### src/rtl/core_sequencer_pkg.sv
// Shared types and constants for the multi-cycle core control sequencer.
package core_sequencer_pkg;

    typedef enum logic [2:0] {
        CtrlState_Fetch     = 3'd0,
        CtrlState_Decode    = 3'd1,
        CtrlState_Execute   = 3'd2,
        CtrlState_Memory    = 3'd3,
        CtrlState_Writeback = 3'd4,
        CtrlState_Trap      = 3'd5
    } CtrlState;

    typedef enum logic [1:0] {
        PcSel_Next   = 2'd0,
        PcSel_Offset = 2'd1,
        PcSel_Reg    = 2'd2,
        PcSel_Trap   = 2'd3
    } PcSel;

    typedef enum logic [1:0] {
        WrDataSel_ALU = 2'd0,
        WrDataSel_MEM = 2'd1,
        WrDataSel_PC4 = 2'd2,
        WrDataSel_CSR = 2'd3
    } WrDataSel;

    // mcause codes
    localparam logic [3:0] TRAP_INST_ACCESS  = 4'd1;
    localparam logic [3:0] TRAP_ILLEGAL      = 4'd2;
    localparam logic [3:0] TRAP_BREAKPOINT   = 4'd3;
    localparam logic [3:0] TRAP_LOAD_ACCESS  = 4'd5;
    localparam logic [3:0] TRAP_STORE_ACCESS = 4'd7;
    localparam logic [3:0] TRAP_ECALL_M      = 4'd11;

    // RV32I major opcodes the sequencer distinguishes
    localparam logic [6:0] OP_LOAD   = 7'b0000011;
    localparam logic [6:0] OP_STORE  = 7'b0100011;
    localparam logic [6:0] OP_BRANCH = 7'b1100011;
    localparam logic [6:0] OP_JAL    = 7'b1101111;
    localparam logic [6:0] OP_JALR   = 7'b1100111;
    localparam logic [6:0] OP_LUI    = 7'b0110111;
    localparam logic [6:0] OP_AUIPC  = 7'b0010111;

    // True when the instruction finishes through the register write-back step
    function automatic logic writes_back(input logic [6:0] op, input logic is_alu, input logic is_csr);
        return (op == OP_JAL) || (op == OP_JALR) || (op == OP_LUI) ||
               (op == OP_AUIPC) || is_alu || is_csr;
    endfunction

endpackage

### src/rtl/core_sequencer_bus_wait_timer.sv
// Wait-cycle counter shared by the instruction and data bus phases.
// Raises timeout in the cycle the count reaches BUS_TIMEOUT with ready still low.
module bus_wait_timer #(
    parameter int BUS_TIMEOUT = 15
) (
    input  logic i_clock,
    input  logic clear,
    input  logic waiting,
    input  logic ready,
    output logic timeout
);

    localparam logic [7:0] TIMEOUT_LIMIT = 8'(BUS_TIMEOUT);

    logic [7:0] count_r;

    // Count consecutive not-ready request cycles; restart whenever the wait ends
    always_ff @(posedge i_clock) begin
        if (clear) begin
            count_r <= 8'd0;
        end else if (waiting && !ready) begin
            if (count_r != 8'hFF) begin
                count_r <= count_r + 8'd1;
            end else begin
                count_r <= count_r;
            end
        end else begin
            count_r <= 8'd0;
        end
    end

    assign timeout = waiting && !ready && (count_r == TIMEOUT_LIMIT);

endmodule

### src/rtl/core_sequencer.sv
// Multi-cycle control FSM: fetch, decode, execute, memory, write-back and trap entry.
module core_sequencer
    import core_sequencer_pkg::*;
#(
    parameter int BUS_TIMEOUT = 15
) (
    input  logic       i_clock,
    input  logic       i_reset,
    input  logic [6:0] i_instOP,
    input  logic       i_isIllegal,
    input  logic       i_isALU,
    input  logic       i_isECALL,
    input  logic       i_isEBREAK,
    input  logic       i_isCSR,
    input  logic       i_branchTaken,
    input  logic       i_ibusReady,
    input  logic       i_dbusReady,
    output logic       o_ibusRd,
    output logic       o_instLoad,
    output logic       o_dbusRd,
    output logic       o_dbusWr,
    output logic       o_regWrEnable,
    output logic [1:0] o_wrDataSel,
    output logic       o_csrWr,
    output logic       o_pcUpdate,
    output logic [1:0] o_pcSel,
    output logic       o_trap,
    output logic [3:0] o_trapCause,
    output logic [2:0] o_state
);

    CtrlState   state_r;
    logic [3:0] cause_r;
    // Instruction facts captured in EXECUTE; decoder inputs are not trusted afterwards
    logic       is_load_r;
    logic       is_store_r;
    logic       is_jal_r;
    logic       is_jalr_r;
    logic       is_csr_r;

    logic op_load_s;
    logic op_store_s;
    logic op_branch_s;
    logic op_wb_s;
    logic waiting_s;
    logic ready_s;
    logic clear_s;
    logic timeout_s;

    assign op_load_s   = (i_instOP == OP_LOAD);
    assign op_store_s  = (i_instOP == OP_STORE);
    assign op_branch_s = (i_instOP == OP_BRANCH);
    assign op_wb_s     = writes_back(i_instOP, i_isALU, i_isCSR);

    // FETCH and MEMORY never overlap, so one timer serves both buses
    assign waiting_s = (state_r == CtrlState_Fetch) || (state_r == CtrlState_Memory);
    assign ready_s   = (state_r == CtrlState_Fetch) ? i_ibusReady : i_dbusReady;
    assign clear_s   = i_reset || (waiting_s && (ready_s || timeout_s));

    bus_wait_timer #(
        .BUS_TIMEOUT(BUS_TIMEOUT)
    ) u_bus_wait_timer (
        .i_clock (i_clock),
        .clear   (clear_s),
        .waiting (waiting_s),
        .ready   (ready_s),
        .timeout (timeout_s)
    );

    // State register plus the per-instruction facts carried past EXECUTE
    always_ff @(posedge i_clock) begin
        if (i_reset) begin
            state_r    <= CtrlState_Fetch;
            cause_r    <= 4'd0;
            is_load_r  <= 1'b0;
            is_store_r <= 1'b0;
            is_jal_r   <= 1'b0;
            is_jalr_r  <= 1'b0;
            is_csr_r   <= 1'b0;
        end else begin
            case (state_r)
                CtrlState_Fetch: begin
                    if (i_ibusReady) begin
                        state_r <= CtrlState_Decode;
                    end else if (timeout_s) begin
                        state_r <= CtrlState_Trap;
                        cause_r <= TRAP_INST_ACCESS;
                    end else begin
                        state_r <= CtrlState_Fetch;
                    end
                end
                CtrlState_Decode: begin
                    if (i_isIllegal) begin
                        state_r <= CtrlState_Trap;
                        cause_r <= TRAP_ILLEGAL;
                    end else if (i_isEBREAK) begin
                        state_r <= CtrlState_Trap;
                        cause_r <= TRAP_BREAKPOINT;
                    end else if (i_isECALL) begin
                        state_r <= CtrlState_Trap;
                        cause_r <= TRAP_ECALL_M;
                    end else begin
                        state_r <= CtrlState_Execute;
                    end
                end
                CtrlState_Execute: begin
                    is_load_r  <= op_load_s;
                    is_store_r <= op_store_s;
                    is_jal_r   <= (i_instOP == OP_JAL);
                    is_jalr_r  <= (i_instOP == OP_JALR);
                    is_csr_r   <= i_isCSR;
                    if (op_load_s || op_store_s) begin
                        state_r <= CtrlState_Memory;
                    end else if (op_branch_s) begin
                        state_r <= CtrlState_Fetch;
                    end else if (op_wb_s) begin
                        state_r <= CtrlState_Writeback;
                    end else begin
                        // Nothing to write (e.g. FENCE): just advance the PC
                        state_r <= CtrlState_Fetch;
                    end
                end
                CtrlState_Memory: begin
                    if (i_dbusReady) begin
                        state_r <= is_load_r ? CtrlState_Writeback : CtrlState_Fetch;
                    end else if (timeout_s) begin
                        state_r <= CtrlState_Trap;
                        cause_r <= is_load_r ? TRAP_LOAD_ACCESS : TRAP_STORE_ACCESS;
                    end else begin
                        state_r <= CtrlState_Memory;
                    end
                end
                CtrlState_Writeback: state_r <= CtrlState_Fetch;
                CtrlState_Trap:      state_r <= CtrlState_Fetch;
                default:             state_r <= CtrlState_Fetch;
            endcase
        end
    end

    // Datapath controls: Moore decode of the state plus bus-ready handshakes, silenced in reset
    always_comb begin
        o_ibusRd      = 1'b0;
        o_instLoad    = 1'b0;
        o_dbusRd      = 1'b0;
        o_dbusWr      = 1'b0;
        o_regWrEnable = 1'b0;
        o_wrDataSel   = WrDataSel_ALU;
        o_csrWr       = 1'b0;
        o_pcUpdate    = 1'b0;
        o_pcSel       = PcSel_Next;
        o_trap        = 1'b0;
        o_trapCause   = 4'd0;
        o_state       = CtrlState_Fetch;
        if (i_reset) begin
            o_state = CtrlState_Fetch;
        end else begin
            o_state = state_r;
            case (state_r)
                CtrlState_Fetch: begin
                    o_ibusRd   = 1'b1;
                    o_instLoad = i_ibusReady;
                end
                CtrlState_Execute: begin
                    if (op_branch_s) begin
                        o_pcUpdate = 1'b1;
                        o_pcSel    = i_branchTaken ? PcSel_Offset : PcSel_Next;
                    end else if (!(op_load_s || op_store_s || op_wb_s)) begin
                        o_pcUpdate = 1'b1;
                    end else begin
                        o_pcUpdate = 1'b0;
                    end
                end
                CtrlState_Memory: begin
                    o_dbusRd   = is_load_r;
                    o_dbusWr   = is_store_r;
                    o_pcUpdate = is_store_r && i_dbusReady;
                end
                CtrlState_Writeback: begin
                    o_regWrEnable = 1'b1;
                    o_pcUpdate    = 1'b1;
                    o_csrWr       = is_csr_r;
                    if (is_jal_r || is_jalr_r) begin
                        o_wrDataSel = WrDataSel_PC4;
                    end else if (is_csr_r) begin
                        o_wrDataSel = WrDataSel_CSR;
                    end else if (is_load_r) begin
                        o_wrDataSel = WrDataSel_MEM;
                    end else begin
                        o_wrDataSel = WrDataSel_ALU;
                    end
                    if (is_jal_r) begin
                        o_pcSel = PcSel_Offset;
                    end else if (is_jalr_r) begin
                        o_pcSel = PcSel_Reg;
                    end else begin
                        o_pcSel = PcSel_Next;
                    end
                end
                CtrlState_Trap: begin
                    o_trap      = 1'b1;
                    o_pcUpdate  = 1'b1;
                    o_pcSel     = PcSel_Trap;
                    o_trapCause = cause_r;
                end
                default: begin
                    o_trap = 1'b0;
                end
            endcase
        end
    end

endmodule

### config.mk
export PLATFORM = sky130hd
export DESIGN_NAME = core_sequencer
export DESIGN_NICKNAME = d
export VERILOG_FILES = /design/src/rtl/core_sequencer_pkg.sv /design/src/rtl/core_sequencer_bus_wait_timer.sv /design/src/rtl/core_sequencer.sv
export SDC_FILE = /design/constraint.sdc
export NUM_CORES = 1
export LEC_CHECK = 0
export CAP_MARGIN = 10
export CORE_ASPECT_RATIO = 0.75
export CORE_MARGIN = 2
export CORE_UTILIZATION = 45
export CTS_CLUSTER_DIAMETER = 100
export DETAILED_ROUTE_END_ITERATION = 6
export HOLD_SLACK_MARGIN = 0.15
export PLACE_DENSITY = 0.76
export SKIP_LAST_GASP = 1
export SLEW_MARGIN = 10
export SYNTH_ARGS = -nofsm -noshare
export SYNTH_HDL_FRONTEND = slang
export SYNTH_SLANG_ARGS = --single-unit
### constraint.sdc
create_clock -name i_clock -period 2.45 [get_ports i_clock]
set_clock_uncertainty 0.15 [all_clocks]
set_input_delay 0.49 -clock i_clock [delete_from_list [all_inputs] [get_ports i_clock]]
set_output_delay 0.49 -clock i_clock [all_outputs]
set_load 0.01 [all_outputs]
==> results of run 1 <==
-- through the flow --
stage | setup TNS (ns) | area (um^2) | hold slack [ns]
detailed placement | -4.83 | 1790 | 0.313
finish | 0 | 1940 | 0.317
CTS | 0 | 1910 | 0.323
global placement | -4.22 | 1790 | 0.293
floorplan | 0 | 1250 | 0.283
global route | -0.0273 | 1940 | 0.337
-- sequential cells by signal, indices dropped and copies added, names as in the netlist --
| name | cells |
|---|---|
| is_store_r | 1 |
| is_load_r | 1 |
| is_jalr_r | 1 |
| is_jal_r | 1 |
| cause_r | 4 |
| state_r | 3 |
| is_csr_r | 1 |
| u_bus_wait_timer.count_r | 8 |
-- worst max path at each step --
stage / start / to / slack (ns) / depth (start not counted)
final: i_instOP[4] / o_pcUpdate / 0.02 / 7
after global routing: i_instOP[4] / o_pcUpdate / -0.03 / 7
after CTS: i_reset / o_dbusRd / 0.01 / 5
after detailed placement: i_instOP[1] / o_pcSel[0] / -0.63 / 7
after global placement: i_instOP[4] / o_pcUpdate / -0.51 / 6
after floorplan: state_r[1] / o_pcUpdate / 0.18 / 5
-- cell families after synthesis --
kind of cell             share of synthesized area
XOR/XNOR                                    0.0280
adder cells (fa/ha/maj)                     0.0100
buffers and inverters                       0.0390
multiplexers                                0.0160
flip-flops                                   0.320
AND/OR/NAND/NOR                              0.398
AO/OA/AOI/OAI                                0.188
-- worst max-delay path, stage by stage --
cell,delay (ns)
buf_6,0.09
nand3b_1,0.19
buf_6,0.15
or4_4,0.53
nand4_1,0.11
a31oi_1,0.08
buf_2,0.14
-- cell type report --
type	instances	area [um^2]	area share
sequential	20	403	0.207
inverter	6	22.5	0.0116
tap	36	45.0	0.0232
clock buffer	3	41.3	0.0212
timing repair buffer	62	534	0.275
clock inverter	1	30.0	0.0155
multi-input combinational	132	867	0.446
-- cell usage after synthesis, drive strengths merged, types with 4 or more instances --
cell,n
a21oi,9
and2,8
and3,5
clkbuf,6
dfxtp,20
inv,5
nand2,18
nand3,5
nor2,21
nor3,9
nor4,4
o21ai,4
xor2,4
-- power groups by stage --
stage | Sequential [mW] | Combinational (mW) | Clock (mW)
floorplan | 0.347 | 0.0650 | 0
global placement | 0.349 | 0.143 | 0
detailed placement | 0.350 | 0.147 | 0
CTS | 0.343 | 0.154 | 0.324
global route | 0.346 | 0.176 | 0.340
finish | 0.344 | 0.163 | 0.325
-- per-layer routing --
| metal | share of wire | vias to the layer above | global-route usage |
|---|---|---|---|
| met4 | 0.0083 | 0 | 0.0248 |
| met5 | 0 | - | 0 |
| met3 | 0.10 | 11 | 0.0616 |
| met1 | 0.42 | 694 | 0.399 |
| met2 | 0.47 | 91 | 0.412 |
| li1 | - | 718 | - |
-- repair_timing --
| action | CTS | global route |
|---|---|---|
| pin swaps | 3 | 8 |
| endpoints found under the setup margin | 19 | 8 |
| setup buffers | 3 | 1 |
| resized for setup | 32 | 19 |
==> impl_metrics.tcl, run 1 <==
set metrics [dict create \
    ant_nets 0 \
    drt_iter0_drc 167 \
    dieHeight_um 49.6 \
    r2r_start "u_bus_wait_timer.count_r[5]" \
    worstHoldStart "cause_r[0]" \
    setup_viol_count_final 0 \
    avgSynthCellArea_um2 7.58 \
    via_count 1514 \
    cts_max_path_buffers 2 \
    leakagePower_nw 0.806 \
    cts_num_sinks 20 \
    clk_pin_slew_worst_paths_ns 0.08 \
    viasPerCell 5.82 \
    hold_path.class "reg -> reg" \
    power_switching_uw 195 \
    core_um2 2620 \
    pre_cts_slack_ns -0.635 \
    clk_latency_ns 0.26 \
    final_cell_mix "buf_4, nor2_1, dfxtp_1, clkdlybuf4s50_1, nand2_1" \
    portBuffers 35 \
    synth_edf_count 0 \
    routedWlPerCell_um 16.2 \
    drive_gt1_frac 0.268 \
    status "finished clean" \
    drt-pass1-iter-count 4 \
    die-area_um2 3220 \
    synth_cell_types 47 \
    yosysTopAreaCellShare 0.320 \
    fillers 200 \
    power_uw 833 \
    io_pins 36 \
    cts_max_level 1 \
    overflow 0 \
    yosys_warnings 0 \
    hold_viol 0 \
    regToRegSetupSlack_ns 0.28 \
    start_util 0.477 \
    cts-root-buf "clkbuf_8" \
    crit_fanout 3 \
    cp-end-kind "primary output" \
    p_int_uw 638 \
    synth_area_leaders "dfxtp_1, nor2_1, nand2_1" \
    rows 16 \
    cts_buffers 3 \
    syn_to_final_growth_pct 55.5 \
    antenna_cells 0 \
    synth_nets 183 \
    die_x_um 64.9 \
    final_common_cell "buf_4" \
    synth-seq-area-share 0.320 \
    numPlacedInstances 252 \
    p_sw_frac 0.234 \
    postLayoutSetupSlackWorst_ns 0.0215 \
    wl_mm 4.21 \
    cp.required_ns 1.81 \
    hpwl_mm 3.07 \
    syn_area_um2 1250 \
    netlist_instances 165 \
    fmax_mhz 412 \
    ir_drop_mv 0.372 \
    fin_crit_sh 0.991 \
    yosysTopAreaCell "dfxtp_1" \
    hold_path_end "cause_r[0]" \
    grt_max_degree 15 \
    crit_type "in -> out" \
    cts_hold_buf 0 \
    powerDensity_nw_per_um2 429 \
    synth_ff_type "dfxtp_1" \
    power_frac_comb 0.196 \
    instances_no_fill 260 \
    ys_seq_elements 20 \
    final_util 0.741 \
    grt_pass1_wl_mm 6.73 \
    cp.arrival_ns 1.79 \
    antenna_found_initial 0 \
    grt_pass1_vias 1371 \
    maxCapViolations 0 \
    grt_setup_unrepaired "yes" \
    cts_tree "yes" \
    drv_slew 0 \
    final_nets 243 \
    reg2regPathDepth 4 \
    p_seq_frac 0.413 \
    rr_endpoint "cause_r[2]" \
    critPathLaunchType "input pin" \
    min_path_cells 2 \
    drcViolationCount 0 \
    track_usage 0.269 \
    worstMarginPinSlew_ns 0.475 \
    clockPowerShare 0.391 \
    finalWeightedCongestion 0.857 \
    async_flop_share 0 \
    relSlewSlack 0.681 \
    period_needed_ns 2.43 \
]
No activity file was read; power rests on OpenSTA's default activity.
==> run 2, diff against run 1 <==
--- a/config.mk
+++ b/config.mk
@@ -12,9 +12,10 @@
 export CTS_CLUSTER_DIAMETER = 100
 export DETAILED_ROUTE_END_ITERATION = 6
 export HOLD_SLACK_MARGIN = 0.15
-export PLACE_DENSITY = 0.76
+export PLACE_DENSITY = 0.75
 export SKIP_LAST_GASP = 1
 export SLEW_MARGIN = 10
 export SYNTH_ARGS = -nofsm -noshare
 export SYNTH_HDL_FRONTEND = slang
+export SYNTH_HIERARCHICAL = 1
 export SYNTH_SLANG_ARGS = --single-unit
==> run 2 against run 1 <==
Compared with the run above:
- the run now ends with negative setup slack left
- via count grew 35%
- maximum frequency decreased by 21%
- utilization grew 19 points
- cell count increased by 17%
- sequential share of layout area is 4.4 points lower
- routed wire length up 63%
- design area increased by 28%
- largest cell class unchanged
==> impl_metrics.tcl, run 2 <==
set metrics [dict create \
    grt_pass1_vias 1801 \
    synth-seq-area-share 0.305 \
    ys_seq_elements 20 \
    cts_max_level 1 \
    syn_to_final_growth_pct 89.5 \
    drt-pass1-iter-count 5 \
    via_count 2038 \
    synth_cell_types 48 \
    synth_edf_count 0 \
    largest_reg_flops 8 \
    dieHeight_um 50.8 \
    synth_ff_type "dfxtp_1" \
    instances_no_fill 304 \
    postLayoutSetupSlackWorst_ns -0.631 \
    powerDensity_nw_per_um2 433 \
    cp.arrival_ns 3.06 \
    critPathLaunchType "flip-flop" \
    antenna_found_initial 0 \
    ant_nets 0 \
    multi_input_area_um2 1100 \
    relSlewSlack 0.518 \
    hold_path.class "reg -> reg" \
    track_usage 0.335 \
    rows 16 \
    cts-root-buf "clkbuf_8" \
    finalWeightedCongestion 0.856 \
    worstMarginPinSlew_ns 0.719 \
    cp.required_ns 2.43 \
    grt_max_degree 14 \
    yosysTopAreaCell "dfxtp_1" \
    yosys_warnings 6 \
    async_flop_share 0 \
    synth_nets 189 \
    grt_pass1_wl_mm 8.54 \
    crit_fanout 4 \
    synth_common_cells "dfxtp_1, nor2_1, a21oi_1" \
    tns_ns -6.93 \
    status "finished with violations" \
    violations "negative setup slack" \
    cts_buffers 3 \
    die_x_um 66.4 \
    die-area_um2 3370 \
    top_register "u_bus_wait_timer/count_r" \
    avgSynthCellArea_um2 7.68 \
    clk_pin_slew_worst_paths_ns 0.08 \
    synth_area_leaders "dfxtp_1, a21oi_1, nor2_1" \
    wl_mm 6.85 \
    core_um2 2680 \
    drv_slew 0 \
    viasPerCell 6.70 \
    hold_viol 0 \
    drive_gt1_frac 0.463 \
    cp-end-kind "flip-flop" \
    cts_hold_buf 0 \
    routedWlPerCell_um 22.5 \
    final_util 0.927 \
    hpwl_mm 3.27 \
    drcViolationCount 0 \
    clk_latency_ns 0.26 \
    period_needed_ns 3.08 \
    fmax_mhz 325 \
    yosysTopAreaCellShare 0.305 \
    overflow 0 \
    antenna_cells 0 \
    start_util 0.489 \
    fin_crit_sh 1.26 \
    maxCapViolations 0 \
    final_nets 287 \
    pre_cts_slack_ns -0.720 \
    portBuffers 35 \
    drt_iter0_drc 284 \
    io_pins 36 \
    ir_drop_mv 0.322 \
    cts_max_path_buffers 2 \
    final_common_cell "buf_4" \
    leakagePower_nw 1.14 \
    fillers 89 \
    largest_registers "u_bus_wait_timer/count_r x8, cause_r x4, state_r x3" \
    cts_num_sinks 20 \
    final-seq-area_um2 405 \
    cts_tree "yes" \
    syn_area_um2 1310 \
    final_cell_mix "buf_4, dfxtp_1, dlygate4sd2_1" \
    netlist_instances 171 \
    numPlacedInstances 274 \
    setup_viol_count_final 17 \
    synth_most_common_cell "dfxtp_1" \
    crit_type "reg -> reg" \
    grt_setup_unrepaired "yes" \
]
## run 2: cell count changes in the layout (fill, tap and decap cells not counted), moves of 4 or more
cell,delta
a31oi_1,+5
nor2_1,-9
dlymetal6s2s_1,+5
buf_4,+35
nand2_1,-6
dlygate4sd2_1,+4
xor2_1,-4
nor3_2,+4
clkdlybuf4s50_1,-10
## run 2: layer usage
metal  global-route usage  up-vias  part of all wire
met3               0.0785       65              0.11
met2                0.547      214              0.46
met4                0.204        0             0.081
li1                     -      830                 -
met1                0.397      929              0.35
met5                    0        -                 0
## run 2: cell type report
| class | instances | area share |
|---|---|---|
| Sequential cell | 20 | 0.163 |
| Clock inverter | 1 | 0.0121 |
| Tap cell | 36 | 0.0181 |
| Timing Repair Buffer | 101 | 0.341 |
| Clock buffer | 3 | 0.0166 |
| Inverter | 4 | 0.00704 |
| Multi-Input combinational cell | 139 | 0.442 |
## run 2: cell families (layout without fill, tap and decap cells)
family / after synthesis / count (layout) / synth area share
AND/OR/NAND/NOR: 90 / 90 / 0.403
AO/OA/AOI/OAI: 44 / 44 / 0.215
flip-flops: 20 / 20 / 0.305
multiplexers: 3 / 3 / 0.0238
XOR/XNOR: 1 / 1 / 0.00667
adder cells (fa/ha/maj): 1 / 1 / 0.00953
buffers and inverters: 12 / 109 / 0.0362
## run 2: worst max-delay path, cell delays in order (launching register included)
cell      delay [ns]
dfxtp_2         0.38
buf_4           0.17
nand2_1         0.12
a21oi_4         0.22
or4b_4          0.50
nor4_4          0.34
buf_4           0.19
nor2_2          0.04
o22a_1          0.19
o21bai_2        0.19
or3b_4          0.20
nor4_1          0.06
o21bai_1        0.19
## run 2: path summary, 6_finish.rpt
kind	from	end	slack (ns)	depth (start not counted)
setup / recovery	state_r[1]	u_bus_wait_timer/count_r[5]	-0.63	12
hold reg to reg	cause_r[1]	cause_r[1]	0.34	2
hold / removal	cause_r[1]	cause_r[1]	0.34	2
setup reg to reg	state_r[1]	u_bus_wait_timer/count_r[5]	-0.63	12
## run 2: repair_timing
| item | in CTS | in global routing |
|---|---|---|
| buffers inserted | 24 | 6 |
| endpoints found under the setup margin | 34 | 26 |
| resized for setup | 49 | 48 |
| gates cloned | 0 | 0 |
| pin swaps | 14 | 15 |
## run 2: power breakdown
part | internal (mW) | switching, mW
sequential | 0.336 | 0.0128
clock | 0.218 | 0.115
combinational | 0.211 | 0.186
## run 2: per-stage QoR
stage	cell area [um^2]	total power, mW	hold WS, ns
floorplan	1360	0.457	0.291
global placement	2010	0.573	0.304
detailed placement	2010	0.581	0.320
CTS	2310	0.992	0.331
global route	2490	1.11	0.358
finish	2490	1.08	0.342
